==> src/rtl/draw_commit_scheduler.sv <==
`default_nettype none
// ============================================================================
// Module   : draw_commit_scheduler
// Brief    : Turns accepted draw requests into one object-storage write each,
//            using an external sqrt unit for circles and a 4-cycle min/max fold
//            for rectangles; also services slot deletes. Optional macro
//            DRAW_COMMIT_VEL_INIT_EN adds initial-velocity inputs.
// Revision : 1.0
// ============================================================================
module draw_commit_scheduler #(
    parameter int NUM_SLOTS    = 8,
    parameter int SLOT_W       = 3,
    parameter int SQRT_TIMEOUT = 64
) (
    input  logic                 clk_in,
    input  logic                 rst_in,
    input  logic                 draw_valid_in,
    output logic                 draw_ready_out,
    input  logic [82:0]          draw_props_in,
`ifdef DRAW_COMMIT_VEL_INIT_EN
    input  logic [15:0]          init_vel_x_in,
    input  logic [15:0]          init_vel_y_in,
`endif
    input  logic                 del_valid_in,
    input  logic [SLOT_W-1:0]    del_slot_in,
    output logic                 del_ready_out,
    output logic                 sqrt_start_out,
    output logic [19:0]          sqrt_operand_out,
    input  logic                 sqrt_done_in,
    input  logic [9:0]           sqrt_result_in,
    output logic                 wr_en_out,
    output logic [SLOT_W-1:0]    wr_addr_out,
    output logic [90:0]          wr_data_out,
    output logic [NUM_SLOTS-1:0] occupancy_out,
    output logic                 full_out,
    output logic                 busy_out,
    output logic                 err_out
);

    localparam int         C_CNT_W     = $clog2(SQRT_TIMEOUT + 1);
    localparam logic [1:0] C_ID_CIRCLE = 2'b01;
    localparam logic [1:0] C_ID_LINE   = 2'b10;
    localparam logic [1:0] C_ID_RECT   = 2'b11;

    typedef enum logic [2:0] {
        S_IDLE      = 3'd0,
        S_DECODE    = 3'd1,
        S_SQRT_WAIT = 3'd2,
        S_MINMAX    = 3'd3,
        S_WRITE     = 3'd4
    } state_t;

    state_t                 state_q, state_d;
    logic [82:0]            props_q, props_d;
    logic [SLOT_W-1:0]      slot_q, slot_d;
    logic [9:0]             cx_q, cx_d, cy_q, cy_d;
    logic [9:0]             min_x_q, min_x_d, max_x_q, max_x_d;
    logic [9:0]             min_y_q, min_y_d, max_y_q, max_y_d;
    logic [1:0]             step_q, step_d;
    logic [C_CNT_W-1:0]     wait_cnt_q, wait_cnt_d;
    logic [NUM_SLOTS-1:0]   occ_q, occ_d;
    logic                   err_q, err_d, busy_q, busy_d, full_q, full_d;
    logic                   sqrt_start_q, sqrt_start_d;
    logic [19:0]            sqrt_operand_q, sqrt_operand_d;
    logic                   wr_en_q, wr_en_d;
    logic [SLOT_W-1:0]      wr_addr_q, wr_addr_d;
    logic [90:0]            wr_data_q, wr_data_d;
`ifdef DRAW_COMMIT_VEL_INIT_EN
    logic [15:0]            vel_x_q, vel_x_d, vel_y_q, vel_y_d;
`endif

    logic [SLOT_W-1:0]      w_free_slot;
    logic [10:0]            w_sum_x, w_sum_y;
    logic [9:0]             w_cx, w_cy, w_dx, w_dy;
    logic [19:0]            w_sq_x, w_sq_y;
    logic [9:0]             w_pt_x, w_pt_y;
    logic                   w_enter_write;
    logic [35:0]            w_params;
    logic [9:0]             w_pos_x, w_pos_y;
    logic [15:0]            w_vel_x, w_vel_y;

    assign draw_ready_out   = rst_in & (state_q == S_IDLE) & ~(&occ_q) & ~del_valid_in;
    assign del_ready_out    = rst_in & (state_q == S_IDLE);
    assign sqrt_start_out   = sqrt_start_q;
    assign sqrt_operand_out = sqrt_operand_q;
    assign wr_en_out        = wr_en_q;
    assign wr_addr_out      = wr_addr_q;
    assign wr_data_out      = wr_data_q;
    assign occupancy_out    = occ_q;
    assign full_out         = full_q;
    assign busy_out         = busy_q;
    assign err_out          = err_q;

    // Circle geometry is taken straight from the request so the sqrt start
    // can be registered at the accept edge and appear in DECODE.
    always_comb begin
        w_sum_x = {1'b0, draw_props_in[79:70]} + {1'b0, draw_props_in[59:50]};
        w_sum_y = {1'b0, draw_props_in[69:60]} + {1'b0, draw_props_in[49:40]};
        w_cx    = 10'(w_sum_x >> 1);
        w_cy    = 10'(w_sum_y >> 1);
        w_dx    = (draw_props_in[59:50] >= w_cx) ? draw_props_in[59:50] - w_cx
                                                 : w_cx - draw_props_in[59:50];
        w_dy    = (draw_props_in[49:40] >= w_cy) ? draw_props_in[49:40] - w_cy
                                                 : w_cy - draw_props_in[49:40];
        w_sq_x  = {10'd0, w_dx} * {10'd0, w_dx};
        w_sq_y  = {10'd0, w_dy} * {10'd0, w_dy};
    end

    always_comb begin
        w_free_slot = '0;
        for (int i = NUM_SLOTS - 1; i >= 0; i--) begin
            if (!occ_q[i]) w_free_slot = SLOT_W'(i);
        end
    end

    always_comb begin
        case (step_q)
            2'd0:    {w_pt_x, w_pt_y} = props_q[79:60];
            2'd1:    {w_pt_x, w_pt_y} = props_q[59:40];
            2'd2:    {w_pt_x, w_pt_y} = props_q[39:20];
            default: {w_pt_x, w_pt_y} = props_q[19:0];
        endcase
    end

    always_comb begin
`ifdef DRAW_COMMIT_VEL_INIT_EN
        w_vel_x = props_q[82] ? 16'd0 : vel_x_q;
        w_vel_y = props_q[82] ? 16'd0 : vel_y_q;
`else
        w_vel_x = 16'd0;
        w_vel_y = 16'd0;
`endif
    end

    always_comb begin
        state_d        = state_q;
        props_d        = props_q;
        slot_d         = slot_q;
        cx_d           = cx_q;
        cy_d           = cy_q;
        min_x_d        = min_x_q;
        max_x_d        = max_x_q;
        min_y_d        = min_y_q;
        max_y_d        = max_y_q;
        step_d         = step_q;
        wait_cnt_d     = wait_cnt_q;
        occ_d          = occ_q;
        err_d          = err_q;
        sqrt_start_d   = 1'b0;
        sqrt_operand_d = sqrt_operand_q;
        wr_en_d        = 1'b0;
        wr_addr_d      = wr_addr_q;
        wr_data_d      = wr_data_q;
`ifdef DRAW_COMMIT_VEL_INIT_EN
        vel_x_d        = vel_x_q;
        vel_y_d        = vel_y_q;
`endif
        w_enter_write  = 1'b0;
        w_params       = '0;
        w_pos_x        = '0;
        w_pos_y        = '0;

        case (state_q)
            S_IDLE: begin
                if (del_valid_in) begin
                    if ((32'(del_slot_in) >= 32'(NUM_SLOTS)) || !occ_q[del_slot_in])
                        err_d = 1'b1;
                    else
                        occ_d[del_slot_in] = 1'b0;
                end else if (draw_valid_in && !(&occ_q)) begin
                    props_d = draw_props_in;
                    slot_d  = w_free_slot;
                    cx_d    = w_cx;
                    cy_d    = w_cy;
                    state_d = S_DECODE;
`ifdef DRAW_COMMIT_VEL_INIT_EN
                    vel_x_d = init_vel_x_in;
                    vel_y_d = init_vel_y_in;
`endif
                    if (draw_props_in[81:80] == C_ID_CIRCLE) begin
                        sqrt_start_d   = 1'b1;
                        sqrt_operand_d = w_sq_x + w_sq_y;
                    end
                end
            end
            S_DECODE: begin
                case (props_q[81:80])
                    C_ID_LINE: begin
                        w_enter_write = 1'b1;
                        w_params      = {props_q[59:50], props_q[49:40], 16'd0};
                        w_pos_x       = props_q[79:70];
                        w_pos_y       = props_q[69:60];
                    end
                    C_ID_CIRCLE: begin
                        state_d    = S_SQRT_WAIT;
                        wait_cnt_d = '0;
                    end
                    C_ID_RECT: begin
                        state_d = S_MINMAX;
                        step_d  = 2'd0;
                    end
                    default: state_d = S_IDLE;
                endcase
            end
            S_SQRT_WAIT: begin
                if (sqrt_done_in) begin
                    w_enter_write = 1'b1;
                    w_params      = {sqrt_result_in, 26'd0};
                    w_pos_x       = cx_q;
                    w_pos_y       = cy_q;
                end else if (wait_cnt_q == C_CNT_W'(SQRT_TIMEOUT - 1)) begin
                    err_d   = 1'b1;
                    state_d = S_IDLE;
                end else begin
                    wait_cnt_d = wait_cnt_q + C_CNT_W'(1);
                end
            end
            S_MINMAX: begin
                if (step_q == 2'd0) begin
                    min_x_d = w_pt_x;
                    max_x_d = w_pt_x;
                    min_y_d = w_pt_y;
                    max_y_d = w_pt_y;
                end else begin
                    if (w_pt_x < min_x_q) min_x_d = w_pt_x;
                    if (w_pt_x > max_x_q) max_x_d = w_pt_x;
                    if (w_pt_y < min_y_q) min_y_d = w_pt_y;
                    if (w_pt_y > max_y_q) max_y_d = w_pt_y;
                end
                // Last fold feeds the write record directly from the _d values.
                if (step_q == 2'd3) begin
                    w_enter_write = 1'b1;
                    w_params      = {max_x_d - min_x_d, max_y_d - min_y_d, 16'd0};
                    w_pos_x       = min_x_d;
                    w_pos_y       = min_y_d;
                end else begin
                    step_d = step_q + 2'd1;
                end
            end
            S_WRITE: begin
                occ_d[slot_q] = 1'b1;
                state_d       = S_IDLE;
            end
            default: state_d = S_IDLE;
        endcase

        if (w_enter_write) begin
            state_d   = S_WRITE;
            wr_en_d   = 1'b1;
            wr_addr_d = slot_q;
            wr_data_d = {props_q[82], props_q[81:80], w_params, w_pos_y, w_pos_x,
                         w_vel_x, w_vel_y};
        end

        busy_d = (state_d != S_IDLE);
        full_d = &occ_d;
    end

    always_ff @(posedge clk_in) begin
        if (!rst_in) begin
            state_q        <= S_IDLE;
            props_q        <= '0;
            slot_q         <= '0;
            cx_q           <= '0;
            cy_q           <= '0;
            min_x_q        <= '0;
            max_x_q        <= '0;
            min_y_q        <= '0;
            max_y_q        <= '0;
            step_q         <= '0;
            wait_cnt_q     <= '0;
            occ_q          <= '0;
            err_q          <= 1'b0;
            busy_q         <= 1'b0;
            full_q         <= 1'b0;
            sqrt_start_q   <= 1'b0;
            sqrt_operand_q <= '0;
            wr_en_q        <= 1'b0;
            wr_addr_q      <= '0;
            wr_data_q      <= '0;
`ifdef DRAW_COMMIT_VEL_INIT_EN
            vel_x_q        <= '0;
            vel_y_q        <= '0;
`endif
        end else begin
            state_q        <= state_d;
            props_q        <= props_d;
            slot_q         <= slot_d;
            cx_q           <= cx_d;
            cy_q           <= cy_d;
            min_x_q        <= min_x_d;
            max_x_q        <= max_x_d;
            min_y_q        <= min_y_d;
            max_y_q        <= max_y_d;
            step_q         <= step_d;
            wait_cnt_q     <= wait_cnt_d;
            occ_q          <= occ_d;
            err_q          <= err_d;
            busy_q         <= busy_d;
            full_q         <= full_d;
            sqrt_start_q   <= sqrt_start_d;
            sqrt_operand_q <= sqrt_operand_d;
            wr_en_q        <= wr_en_d;
            wr_addr_q      <= wr_addr_d;
            wr_data_q      <= wr_data_d;
`ifdef DRAW_COMMIT_VEL_INIT_EN
            vel_x_q        <= vel_x_d;
            vel_y_q        <= vel_y_d;
`endif
        end
    end

endmodule
`default_nettype wire

==> config.mk <==
export PLATFORM = sky130hd
export DESIGN_NAME = draw_commit_scheduler
export DESIGN_NICKNAME = d
export VERILOG_FILES = /design/src/rtl/draw_commit_scheduler.sv
export SDC_FILE = /design/constraint.sdc
export NUM_CORES = 1
export LEC_CHECK = 0
export ABC_AREA = 1
export CAP_MARGIN = 15
export CORE_MARGIN = 5
export CORE_UTILIZATION = 50
export DETAILED_ROUTE_END_ITERATION = 6
export GPL_ROUTABILITY_DRIVEN = 1
export PLACE_DENSITY_LB_ADDON = 0.1
export RECOVER_POWER = 50
export SETUP_SLACK_MARGIN = 0.02
export SLEW_MARGIN = 25
export SYNTH_ARGS = -nofsm -noshare
export SYNTH_HDL_FRONTEND = slang
export SYNTH_SLANG_ARGS = --single-unit
==> constraint.sdc <==
create_clock -name clk_in -period 9.3 [get_ports clk_in]
set_input_delay 0.93 -clock clk_in [delete_from_list [all_inputs] [get_ports clk_in]]
set_output_delay 0.93 -clock clk_in [all_outputs]
set_load 0.1 [all_outputs]
==> metrics.txt <==
status finished with violations; violated checks capacitance limit, slew limit; delay-heaviest family, CP adder cells; routed wire length 66800 um; synthesized cell area 0.0203 sq mm; flip-flop and latch area 0.00474 sq mm; WL/cell 17.7 um; crit start category input port; CTS tree done; Top cell by count, worst path inv_1; Crit-path slowest cell fa_1; initial drt markers 1739; remaining design rule violation count 0; R2R cell count 12; clk buf depth 3; Worst Hold Class reg2reg; clk sinks 237; HPWL Detailed 53500 um; share of cells above drive strength 1 0.174; pin count of the biggest net entering global routing 119; Synth Register Bits 237; die width 212 um; cts-stage hold buffer count 0; clk_lat worst skew 0.60 ns; WHS Endpoint wr_data_out[70]; Reg clk slew, reported paths 0.06 ns; post-route cell area 0.0266 sq mm; Nets 3656; initial antenna violation count 4; Crit. End Element register; FMAX 110 MHz; gr ovfl total 0; crit-path max cell delay 0.57 ns; max_slew headroom -1.18; core area 0.0400 sq mm; area of the multi-input gates 0.0139 sq mm; worst-margin pin slew 3.27 ns; Port Buf Inserts 181; final hold vios 0; critical path class in2reg; Netlist cell types 58; Via density 5.32; Setup Skew 0.0531 ns; Cells after Synth 2775; EDFF count, synth 0; worst min-delay path startpoint wr_data_out[70]; initial core utilization 0.508; RSZ-0062 raised after global routing yes; Post-Place Cells 3687; die height 212 um; Max Cap Viol 4; Slew Viols, Final 238; Crit path arrival time 9.57 ns; hold depth 2; Worst R2R Start occupancy_out[2]; Total GRT Usage 0.285; Post-synth top flop dfxtp_1; critical path peak fanout 6; first-pass GRT wire length 102000 um; cts bufs inserted 28; FF-to-FF setup slack 2.49 ns; via count 20.1k; number of global-route vias before repair 19.3k; Placer Congestion 0.966; Worst Hold Slack 0.463 ns; sequential-to-total area share from yosys stat 0.233; Avg Inst Size Synth 7.32 sq um; Worst R2R End cx_q[6]; Non-Filler Instances 3767; CTS H-tree lvls 1; fill count 3563; cell area after placement 0.0246 sq mm; ys async rst share 0; Die ar. 0.0448 sq mm; drt pass-1 iters 5; Final ANT Viol Nets 0; CP required 9.76 ns; # rows 73; Ports 230; Root Buffer Master clkbuf_16; Area growth, synth to finish 30.7%; post-route minimum period 9.11 ns; Final Setup Violations 0; period utilization 0.979; CP bufs+invs 13; Syn. warnings 0
timing repair:
item                                    CTS  global route
endpoints found under the setup margin   11            13
pin swaps                                31           102
buffers inserted                         10            18
gates cloned                              1             0
gates resized for setup                  46           168
flip-flops by register name, indices dropped and copies added, names as in the netlist, 7 cells and up:
register and count:
sqrt_operand_out 20, max_x_q 10, cy_q 10, props_q 83, occupancy_out 8, wr_data_out 43
min_y_q 10, min_x_q 10, wait_cnt_q 7, max_y_q 10, cx_q 10
synth_stat cells (all sizes together) (2+ instances only):
library cell / instances / area (sq um)
inv: 500 / 1880
nand2: 398 / 1510
nor2: 323 / 1230
o21ai: 275 / 1380
dfxtp: 237 / 4740
a21oi: 214 / 1080
ha: 197 / 2460
fa: 138 / 2760
clkbuf: 83 / 312
buf: 68 / 458
nand3: 53 / 270
xor2: 46 / 455
a221oi: 28 / 251
o22ai: 27 / 169
nor3: 23 / 120
nand4: 20 / 125
a31oi: 16 / 100
o211ai: 16 / 120
xnor2: 15 / 139
a22o: 14 / 123
o21a: 13 / 97.6
a21o: 9 / 67.6
or2: 9 / 56.3
nor4: 8 / 50.1
a211oi: 7 / 52.6
o21bai: 7 / 52.6
o31ai: 5 / 51.3
a31o: 3 / 26.3
a41oi: 3 / 26.3
and2: 3 / 18.8
a21boi: 2 / 15.0
clkinv: 2 / 7.51
nand3b: 2 / 15.0
o2111ai: 2 / 17.5
o221ai: 2 / 17.5
o32ai: 2 / 17.5
final cells by class:
cell class                 instances  area share
sequential                       237       0.179
clock buffer                      35      0.0289
timing repair buffer             518       0.165
antenna                            3    0.000283
tap                              525      0.0247
clock inverter                    14     0.00857
inverter                         502      0.0713
multi-input combinational       1932       0.522
timing repair inverter             1    0.000283
cell families (layout without fill, tap and decap cells):
family                     Yosys count  after routing  share of synthesized area
adders and majority gates          335            335                      0.257
other                                1             51                   0.000185
buffers and inverters              653           1070                      0.131
and+or+nand+nor                    839            839                      0.167
AOI/OAI and AO/OA                  649            649                      0.182
xor gates and xnor gates            61             61                     0.0292
DFF                                237            237                      0.233
metrics by stage:
stage | TNS (ns) | utilization | worst slack (ns)
2_1_floorplan | 0 | - | 0.0475
3_3_place_gp | -8.28 | 0.615 | -0.846
3_5_place_dp | -11.02 | 0.615 | -1.03
4_1_cts | 0 | 0.645 | 0.0406
5_1_grt | -0.799 | 0.664 | -0.225
6_report | 0 | 0.664 | 0.193
worst min-delay path: stages, from the launching register on:
cell and delay, ns:
dfxtp_1 0.31, nand2_1 0.06, a21oi_1 0.05
cells in the final DEF (no fill, tap or decap), types with 25 or more instances in the layout:
master             n
ha_1             170
nand3_1           49
ha_4              25
conb_1            48
clkdlybuf4s50_1   77
a21oi_1          196
o22ai_1           27
nand2_1          372
xor2_1            40
dfxtp_1          237
o21ai_0          258
a221oi_1          27
clkbuf_16         28
dlygate4sd3_1     77
buf_4            326
nor2_1           293
inv_1            476
fa_1             130
per-layer routing:
metal	track usage	vias to the layer above	part of all wire	wire (um)
met5	0	-	0	0
met4	0.0711	0	0.026	1720
met3	0.0606	104	0.083	5540
met2	0.434	659	0.44	29300
met1	0.415	9548	0.45	30300
li1	-	9745	-	-
worst max-delay path by stage:
stage | startpoint | to | cells after the start
2_1_floorplan | draw_props_in[50] | sqrt_operand_out[12] | 45
5_1_grt | draw_props_in[70] | sqrt_operand_out[19] | 46
3_5_place_dp | draw_props_in[70] | sqrt_operand_out[16] | 43
4_1_cts | draw_props_in[75] | sqrt_operand_out[12] | 42
6_report | draw_props_in[70] | sqrt_operand_out[19] | 48
3_3_place_gp | draw_props_in[70] | sqrt_operand_out[12] | 45
Power is left out: the tool's default activity adds up to more than one toggle a clock period on the data nets, which glitch-free logic cannot reach.
